[src/rtl/memory_write.sv]
// Board-state memory for the 16x16 five-in-a-row game: 256 two-bit cells held in
// flip-flops, one write per clock edge, combinational single-cell read port.
// Optional occupancy protection: define MEMORY_WRITE_PROTECT_EN.
module memory_write #(
   parameter int CELLS  = 256,
   parameter int CELL_W = 2
) (
   input  logic                      clock,
   input  logic                      reset,
   input  logic [CELL_W-1:0]         in,
   input  logic [7:0]                select,
   output logic [CELLS*CELL_W-1:0]   out,
   input  logic [7:0]                rd_select,
   output logic [CELL_W-1:0]         rd_data,
   output logic                      wr_reject
);

   logic [CELL_W-1:0] cur_cell;
   logic              wr_accept;

   // Bit offset of a cell is index*2, formed by appending a zero bit.
   assign cur_cell = out[{select, 1'b0} +: CELL_W];
   assign rd_data  = out[{rd_select, 1'b0} +: CELL_W];

`ifdef MEMORY_WRITE_PROTECT_EN
   logic wr_reject_reg;

   // Clearing is always allowed; placing a stone only onto an empty cell.
   assign wr_accept = (in == '0) || (cur_cell == '0);

   always_ff @(posedge clock or posedge reset) begin
      if (reset) begin
         wr_reject_reg <= 1'b0;
      end else begin
         wr_reject_reg <= ~wr_accept;
      end
   end

   assign wr_reject = wr_reject_reg;
`else
   logic unused_cur;

   assign wr_accept  = 1'b1;
   assign wr_reject  = 1'b0;
   assign unused_cur = ^cur_cell;
`endif

   genvar gi;
   generate
      for (gi = 0; gi < CELLS; gi = gi + 1) begin : g_cell
         logic [CELL_W-1:0] cell_reg;
         logic              wr_hit;

         assign wr_hit = wr_accept && (select == 8'(gi));

         always_ff @(posedge clock or posedge reset) begin
            if (reset) begin
               cell_reg <= '0;
            end else if (wr_hit) begin
               cell_reg <= in;
            end
         end

         assign out[gi*CELL_W +: CELL_W] = cell_reg;
      end
   endgenerate

endmodule

[config.mk]
export PLATFORM = sky130hd
export DESIGN_NAME = memory_write
export DESIGN_NICKNAME = d
export VERILOG_FILES = /design/src/rtl/memory_write.sv
export SDC_FILE = /design/constraint.sdc
export NUM_CORES = 1
export LEC_CHECK = 0
export CORE_MARGIN = 2
export CORE_UTILIZATION = 55
export DETAILED_ROUTE_END_ITERATION = 8
export HOLD_SLACK_MARGIN = 0.03
export PLACE_DENSITY_LB_ADDON = 0.12
export SETUP_SLACK_MARGIN = 0.1
export SLEW_MARGIN = 20
export SYNTH_ARGS = -nofsm -noshare
export SYNTH_HDL_FRONTEND = slang
export SYNTH_SLANG_ARGS = --single-unit
[constraint.sdc]
create_clock -name clock -period 41.6 [get_ports clock]
set_input_delay 4.16 -clock clock [delete_from_list [all_inputs] [get_ports clock]]
set_output_delay 4.16 -clock clock [all_outputs]
set_load 0.02 [all_outputs]
==> out/summary.txt, run 1 <==
R2R depth = 1
Share of cells above drive strength 1 = 31.3%
Kind of critical path = input port to primary output
TritonCTS clock tree = built
Core ar. = 45100 µm²
Largest family of logic cells by synthesized area = multiplexers
Crit path capture type = primary output
Clk sinks = 512
Post-Synth Adder-Cell Area = 0%
Fin. Hold Viols = 0
Clock Path Buffers = 3
Simple-gate share of the synthesized area = 6.92%
R2R Setup Slk = 40.76 ns
Placed inst area = 30500 µm²
Worst rel slew slack = 23.6%
Most frequent cells after synthesis = mux2_2 (524), dfrtp_1 (512), nand2_1 (241)
DRC viols = 0
Post-synth cell types = 54
Die ar. = 47100 µm²
Most frequent cell after synthesis = mux2_2
Final Max Slew Viols = 0
Synth Instances = 1864
Root buffer cell = clkbuf_16
Ports = 535
Synth top area share = 51.3%
Routed wire length = 90800 µm
Hold_buf cts = 0
Yosys top cell by area = dfrtp_1
Worst vdd ir = 0.0000349 V
# Post-CTS Setup Buffers = 0
Critical path arrival = 8.98 ns
Synth Area in Compound Gates = 2.50%
Setup TNS Final = 0 ns
Fin area = 32200 µm²
Placed cell count = 2873
Number of global-route vias before repair = 19100
IO Port Bufs = 533
Transition time of the tightest slew-check pin = 1.15 ns
# H-tree levels = 2
Die Wd = 217 µm
Tcrit/Tclk final = 31.6%
Final setup fails = 0
Number of synthesized register bits = 512
Pin count of the biggest net entering global routing = 148
Post-DR vias/cell = 6.35
Layout Nets = 2349
CP Data Required Time = 37.44 ns
Status = finished, final reports clean
1st-iter DRT viols = 1926
Antenna violations before repair = 2
Post-CTS Resized = 0
Overflow after GRT = 0
Top FF cell, synth = dfrtp_1
RSZ-0062 raised after global routing = no
Final WS setup = 28.46 ns
GP Congestion = 0.931
Post-synthesis average cell area = 13.4 µm²
DP Worst Slack = 28.41 ns
Syn nets = 1884
Max reg flops = 512
Asr flop ratio synth = 100%
P_leak = 0.0145 µW
Area growth syn-to-layout = 29.1%
Site Rows = 78
DR WL/cell = 30.6 µm
Register area share after synthesis = 51.3%
Crit-path max FO = 79
GRT Resource Usage Total = 38.3%
Tmin final = 13.14 ns
Die Y-Extent = 217 µm
Skew-Pair Late Insertion Delay = 0.60 ns
Max Cap Viol = 0
Clock Skew = 0 ns
Pwr/cell area = 41.5 nW/µm²
Hold Path Depth = 1
Post-synth EDFFs = 0
Syn. warnings = 0
Initial Utilization = 55.4%
Hold crit path type = register to register
Detail Route Antenna Nets = 0
Clock buffers created by TritonCTS = 54
Placed wire-length estimate = 63100 µm
Clk pin slew, worst setup/hold paths = 0.05 ns
Area contributors post-synth = dfrtp_1 (51%), mux2_2 (24%), mux4_2 (5.1%)
Non-Filler Instances = 2971
CP startpoint kind = input port
First-pass GRT wire length = 132000 µm
1st-pass router iterations = 5
Post-synthesis cell area = 25000 µm²
Post-synthesis mux area share = 35.4%
Vias = 18900
Upper clock frequency limit = 76.1 MHz
Xor and xnor fraction of the mapped netlist area = 0%
-- layer usage --
layer / vias to the layer above / GRT usage [%] / part of all wire, %
met3: 194 / 10.0 / 9.2
met5: - / 0 / 0.030
met2: 988 / 59.0 / 46
met1: 9927 / 51.8 / 40
li1: 7742 / - / -
met4: 4 / 16.1 / 4.4
-- layout by cell type, fill, tap and decap left out, types with 5 or more instances in the layout --
cell               n
nor2_1            42
nand2_1          241
nand3_1            8
buf_6              5
dfrtp_1          512
clkbuf_8           9
a221oi_1           7
nand2b_1          10
nor3_2             7
mux4_2            57
mux2_2           524
buf_4             28
clkinv_2          12
mux4_1            21
clkdlybuf4s50_1  527
nor3_1            24
mux2i_1          106
o22ai_1           42
clkbuf_1          13
nor2_2            10
clkbuf_16         57
a31oi_1            7
or2_2              9
nor4_1            18
-- path summary, 6_finish.rpt --
check / end / start
worst min-delay path: g_cell[131].cell_reg[1] / g_cell[131].cell_reg[1]
min in group asynchronous: g_cell[155].cell_reg[1] / reset
max in group asynchronous: g_cell[91].cell_reg[1] / reset
worst max register to register: g_cell[41].cell_reg[0] / g_cell[41].cell_reg[0]
worst min register to register: g_cell[131].cell_reg[1] / g_cell[131].cell_reg[1]
worst max-delay path: rd_data[1] / rd_select[1]
-- cell type report --
cell class,count,area (µm²)
Sequential cell,512,12800
Antenna cell,3,7.51
Clock inverter,17,165
Clock buffer,78,1590
Tap cell,600,751
Fill cell,3152,12900
Timing Repair Buffer,564,5590
Inverter,4,27.5
Multi-Input combinational cell,1193,11300
-- power by group --
part | switching [µW] | total, µW | internal, µW
registers | 39.2 | 578 | 539
clock network | 204 | 485 | 281
logic | 149 | 274 | 125
-- cells by family after synthesis --
family          after synthesis
other cells                   1
compound gates               86
buf+inv                     159
simple gates                396
mux                         710
flops                       512
-- worst max-delay path, stage by stage --
cell             delay [ns]
buf_6                  0.63
buf_4                  0.76
nand3_1                0.93
o22ai_1                0.46
nor4_1                 0.12
o41ai_2                0.34
a31oi_1                0.22
nor4b_2                0.57
clkdlybuf4s50_1        0.72
-- metrics by stage --
step	util (%)	total power [µW]	hold WS, ns
5_1_grt	71.5	1370	0.544
4_1_cts	71.4	1340	0.529
3_5_place_dp	67.5	857	0.513
2_1_floorplan	-	719	0.648
3_3_place_gp	67.5	852	0.510
6_report	71.5	1340	0.527
No activity file was read; power rests on OpenSTA's default activity.
==> run 2, diff against run 1 <==
--- a/config.mk
+++ b/config.mk
@@ -6,7 +6,7 @@
 export NUM_CORES = 1
 export LEC_CHECK = 0
 export CORE_MARGIN = 2
-export CORE_UTILIZATION = 55
+export CORE_UTILIZATION = 52
 export DETAILED_ROUTE_END_ITERATION = 8
 export HOLD_SLACK_MARGIN = 0.03
 export PLACE_DENSITY_LB_ADDON = 0.12
==> constraint.sdc (replaced) <==
create_clock -name clock -period 12.75 [get_ports clock]
set_input_delay 1.275 -clock clock [delete_from_list [all_inputs] [get_ports clock]]
set_output_delay 1.275 -clock clock [all_outputs]
set_load 0.02 [all_outputs]
==> run 2 against run 1 <==
Net effect:
- die area increased by 5.7%
- combinational power grew to 3.2 times the previous value
- sequential share of layout area is 0.083 points lower
- critical path type unchanged
==> out/summary.txt, run 2 (synthesis results as in run 1) <==
Commonest cells after routing, fill and taps aside = clkdlybuf4s50_1 (528), mux2_2 (524), dfrtp_1 (512), nand2_1 (241), mux2i_1 (106)
Area growth syn-to-layout = 29.3%
Sequential cell area = 12800 µm²
Worst vdd ir = 0.0000997 V
Die Wd = 223 µm
Clk sinks = 512
Placed inst area = 30500 µm²
Pwr/cell area = 136 nW/µm²
1st-iter DRT viols = 1803
R2R Setup Slk = 11.89 ns
Ports = 535
TritonCTS clock tree = built
# Post-CTS Setup Buffers = 0
Fin area = 32300 µm²
Critical path origin = rd_select[0]
Tcrit/Tclk final = 55.7%
Hold_buf cts = 0
Clock Path Buffers = 3
Detail Route Antenna Nets = 0
R2R Path Start = g_cell[180].cell_reg[1]
Fin. Hold Viols = 0
1st-pass router iterations = 7
P_leak = 0.0145 µW
R2R Path End = g_cell[180].cell_reg[1]
Crit-path max FO = 46
DRC viols = 0
GRT Resource Usage Total = 37.1%
Final setup fails = 0
Share of cells above drive strength 1 = 31.1%
Placed wire-length estimate = 64600 µm
Worst rel slew slack = 15.0%
Tmin final = 7.10 ns
Die Y-Extent = 223 µm
Initial Utilization = 52.5%
IO Port Bufs = 533
Transition time of the tightest slew-check pin = 1.27 ns
Crit path capture type = primary output
Max reg flops = 512
P_int = 3100 µW
Max Cap Viol = 0
Site Rows = 80
Psw = 1270 µW
Clock Skew = 0 ns
Post-CTS Resized = 0
Setup TNS Final = 0 ns
# H-tree levels = 2
Clock power share = 36.4%
Final Max Slew Viols = 0
RSZ-0062 raised after global routing = no
DP Worst Slack = 5.74 ns
DR WL/cell = 31.0 µm
CP Data Required Time = 11.48 ns
Clock buffers created by TritonCTS = 53
Clk pin slew, worst setup/hold paths = 0.06 ns
Core ar. = 47500 µm²
Die ar. = 49800 µm²
Pin count of the biggest net entering global routing = 185
Routed wire length = 92600 µm
Kind of critical path = input port to primary output
Hold crit path type = register to register
Commonest non-fill, non-tap cell in the layout = clkdlybuf4s50_1
Post-DR vias/cell = 6.30
FILL cells = 3517
Upper clock frequency limit = 141 MHz
CP Capture Point = rd_data[0]
Multi-input combinational cell area = 11300 µm²
Overall Power = 4380 µW
Sw frac = 29.1%
Final WS setup = 5.65 ns
Overflow after GRT = 0
R2R depth = 1
Vias = 18800
First-pass GRT wire length = 135000 µm
Antenna violations before repair = 5
Combinational power share = 20.3%
GP Congestion = 0.915
Status = finished, final reports clean
Critical path arrival = 5.82 ns
CP startpoint kind = input port
Seq pwr share = 43.3%
Layout Nets = 2350
Root buffer cell = clkbuf_16
Skew-Pair Late Insertion Delay = 0.61 ns
Number of global-route vias before repair = 19100
==> run 2: changes by cell type in the layout (fill, tap and decap cells not counted), sizes merged <==
cell / delta
buf: +1
bufinv: +1
clkbuf: +7
clkdlybuf4s50: +1
clkinv: -11
clkinvlp: -1
diode: -1
inv: +1
==> run 2: worst min path at each step <==
stage / from / cells after the start / to
floorplan: g_cell[131].cell_reg[0] / 1 / g_cell[131].cell_reg[0]
global placement: g_cell[26].cell_reg[0] / 1 / g_cell[26].cell_reg[0]
detailed placement: g_cell[93].cell_reg[0] / 1 / g_cell[93].cell_reg[0]
CTS: g_cell[38].cell_reg[0] / 1 / g_cell[38].cell_reg[0]
global route: g_cell[83].cell_reg[1] / 1 / g_cell[83].cell_reg[1]
finish: g_cell[136].cell_reg[0] / 1 / g_cell[136].cell_reg[0]
==> run 2: worst max-delay path, stage by stage <==
cell,delay [ns]
clkbuf_8,0.41
buf_4,0.81
nand3b_1,0.86
o22ai_1,0.44
nor4_1,0.15
o41ai_2,0.33
a31oi_1,0.20
nor4b_2,0.55
clkdlybuf4s50_1,0.70
==> run 2: stage by stage <==
step | instances | hold slack (ns) | util [%]
2_1_floorplan | 1864 | 0.648 | -
3_3_place_gp | 2889 | 0.509 | 64.1
3_5_place_dp | 2889 | 0.519 | 64.2
4_1_cts | 2981 | 0.532 | 67.8
5_1_grt | 2982 | 0.542 | 67.9
6_report | 2984 | 0.531 | 67.9
==> run 2: layer usage <==
| metal | vias to the layer above | track usage (%) | share of wire (%) |
|---|---|---|---|
| met3 | 189 | 9.76 | 9.4 |
| met1 | 9864 | 50.4 | 40 |
| met5 | - | 0 | 0.055 |
| li1 | 7759 | - | - |
| met2 | 994 | 57.5 | 46 |
| met4 | 8 | 14.1 | 4.0 |
==> run 2: cell type report <==
cell class | instances | area share (%)
tap | 615 | 2.38
inverter | 4 | 0.0581
sequential | 512 | 39.7
multi-input combinational | 1193 | 35.0
timing repair buffer | 566 | 17.4
clock buffer | 85 | 4.98
clock inverter | 7 | 0.430
antenna | 2 | 0.0155
==> run 2: power by group through the flow <==
stage,clock (µW),combinational (µW),sequential (µW)
final,1590,888,1900
after global routing,1660,923,1910
after CTS,1600,886,1890
after detailed placement,0,882,1920
after global placement,0,871,1920
after floorplan,0,310,2040
==> run 3, diff against run 2 <==
--- a/config.mk
+++ b/config.mk
@@ -6,7 +6,7 @@
 export NUM_CORES = 1
 export LEC_CHECK = 0
 export CORE_MARGIN = 2
-export CORE_UTILIZATION = 52
+export CORE_UTILIZATION = 47
 export DETAILED_ROUTE_END_ITERATION = 8
 export HOLD_SLACK_MARGIN = 0.03
 export PLACE_DENSITY_LB_ADDON = 0.12
==> constraint.sdc (replaced) <==
create_clock -name clock -period 6 [get_ports clock]
set_input_delay 0.6 -clock clock [delete_from_list [all_inputs] [get_ports clock]]
set_output_delay 0.6 -clock clock [all_outputs]
set_load 0.02 [all_outputs]
==> run 3 against run 2 <==
Net effect:
- core utilization is 5.8 points lower
- sequential power is 110% higher
- register-to-register slack worse by 6.8 ns
- critical path type unchanged
==> out/summary.txt, run 3 (synthesis results as in run 1) <==
Core ar. = 52600 µm²
Crit-path max FO = 65
Share of cells above drive strength 1 = 32.1%
Clk sinks = 512
Antenna violations before repair = 8
Status = finished, final reports clean
Kind of critical path = input port to primary output
Seq pwr share = 42.3%
Fin area = 32700 µm²
Setup TNS Final = 0 ns
1st-pass router iterations = 5
Clock Skew = 0 ns
Upper clock frequency limit = 197 MHz
Initial Utilization = 47.5%
Commonest cells after routing, fill and taps aside = clkdlybuf4s50_1 (526), mux2_2 (524), dfrtp_1 (512), nand2_1 (241), mux2i_1 (106)
Clk pin slew, worst setup/hold paths = 0.06 ns
First-pass GRT wire length = 135000 µm
1st-iter DRT viols = 1723
Detail Route Antenna Nets = 0
Ports = 535
DR WL/cell = 30.6 µm
Commonest non-fill, non-tap cell in the layout = clkdlybuf4s50_1
Clock buffers created by TritonCTS = 57
Sw frac = 29.0%
Area growth syn-to-layout = 30.8%
Pwr/cell area = 291 nW/µm²
TritonCTS clock tree = built
CP startpoint kind = input port
CP Data Required Time = 5.40 ns
Clock power share = 37.8%
Skew-Pair Late Insertion Delay = 0.61 ns
Post-DR vias/cell = 6.07
Max reg flops = 512
Die ar. = 55000 µm²
Psw = 2760 µW
Final setup fails = 0
FILL cells = 4146
Root buffer cell = clkbuf_16
Combinational power share = 20.0%
Die Y-Extent = 235 µm
Overflow after GRT = 0
Clock Path Buffers = 3
Placed wire-length estimate = 65900 µm
Worst vdd ir = 0.000213 V
Die Wd = 235 µm
Layout Nets = 2359
Routed wire length = 94100 µm
Hold_buf cts = 0
Max Cap Viol = 0
Tcrit/Tclk final = 84.7%
Final Core Density = 62.2%
# H-tree levels = 2
DRC viols = 0
R2R Setup Slk = 5.11 ns
Crit path capture type = primary output
Critical path arrival = 4.48 ns
P_leak = 0.0146 µW
IO Port Bufs = 533
Placed inst area = 30700 µm²
Hold crit path type = register to register
Fin. Hold Viols = 0
Final Max Slew Viols = 0
Vias = 18600
Number of global-route vias before repair = 19100
Worst rel slew slack = 21.5%
GRT Resource Usage Total = 34.0%
Site Rows = 84
Pin count of the biggest net entering global routing = 169
# Post-CTS Setup Buffers = 0
RSZ-0062 raised after global routing = no
Tmin final = 5.08 ns
Overall Power = 9520 µW
Transition time of the tightest slew-check pin = 1.17 ns
Post-CTS Resized = 0
GP Congestion = 0.929
Hold WS = 0.529 ns
P_int = 6750 µW
run 3: final timing paths:
check	from	to	depth (start not counted)
max	rd_select[1]	rd_data[0]	8
min reg2reg	g_cell[60].cell_reg[0]	g_cell[60].cell_reg[0]	1
min	g_cell[60].cell_reg[0]	g_cell[60].cell_reg[0]	1
max in group asynchronous	reset	g_cell[225].cell_reg[0]	3
min in group asynchronous	reset	g_cell[145].cell_reg[1]	2
max reg2reg	g_cell[255].cell_reg[0]	g_cell[255].cell_reg[0]	1
run 3: worst max-delay path: stages:
cell and delay [ns]:
buf_6 0.56, nand3_1 0.98, o22ai_1 0.43, nor4_1 0.15, o41ai_2 0.36, a31oi_1 0.23, nor4b_2 0.33, clkdlybuf4s50_1 0.72
run 3: routing by layer:
metal	part of all wire (%)	routed length [µm]	track usage, %
met1	41	38700	46.9
met3	9.2	8690	9.24
met5	0.074	70	0
met2	46	43400	52.7
met4	3.4	3220	10.5
run 3: through the flow:
step / instances / setup WS (ns)
floorplan: 1864 / -1.55
finish: 3074 / 0.918
CTS: 3073 / 1.00
global route: 3073 / 0.895
detailed placement: 2968 / 1.00
global placement: 2968 / 1.10
run 3: layout make-up:
cell class,count,area (µm²),share of cell area (%)
Antenna cell,1,2.50,0.00766
Clock buffer,86,1760,5.38
Clock inverter,19,184,0.563
Inverter,4,18.8,0.0575
Multi-Input combinational cell,1193,11300,34.7
Sequential cell,512,12800,39.2
Tap cell,688,861,2.64
Timing Repair Buffer,571,5700,17.5
run 3: power groups by stage:
stage / Sequential, µW / Combinational (µW) / Clock [µW]
after global routing: 4050 / 1990 / 3780
final: 4020 / 1900 / 3590
after floorplan: 4330 / 659 / 0
after global placement: 4070 / 1880 / 0
after detailed placement: 4070 / 1900 / 0
after CTS: 4010 / 1900 / 3630
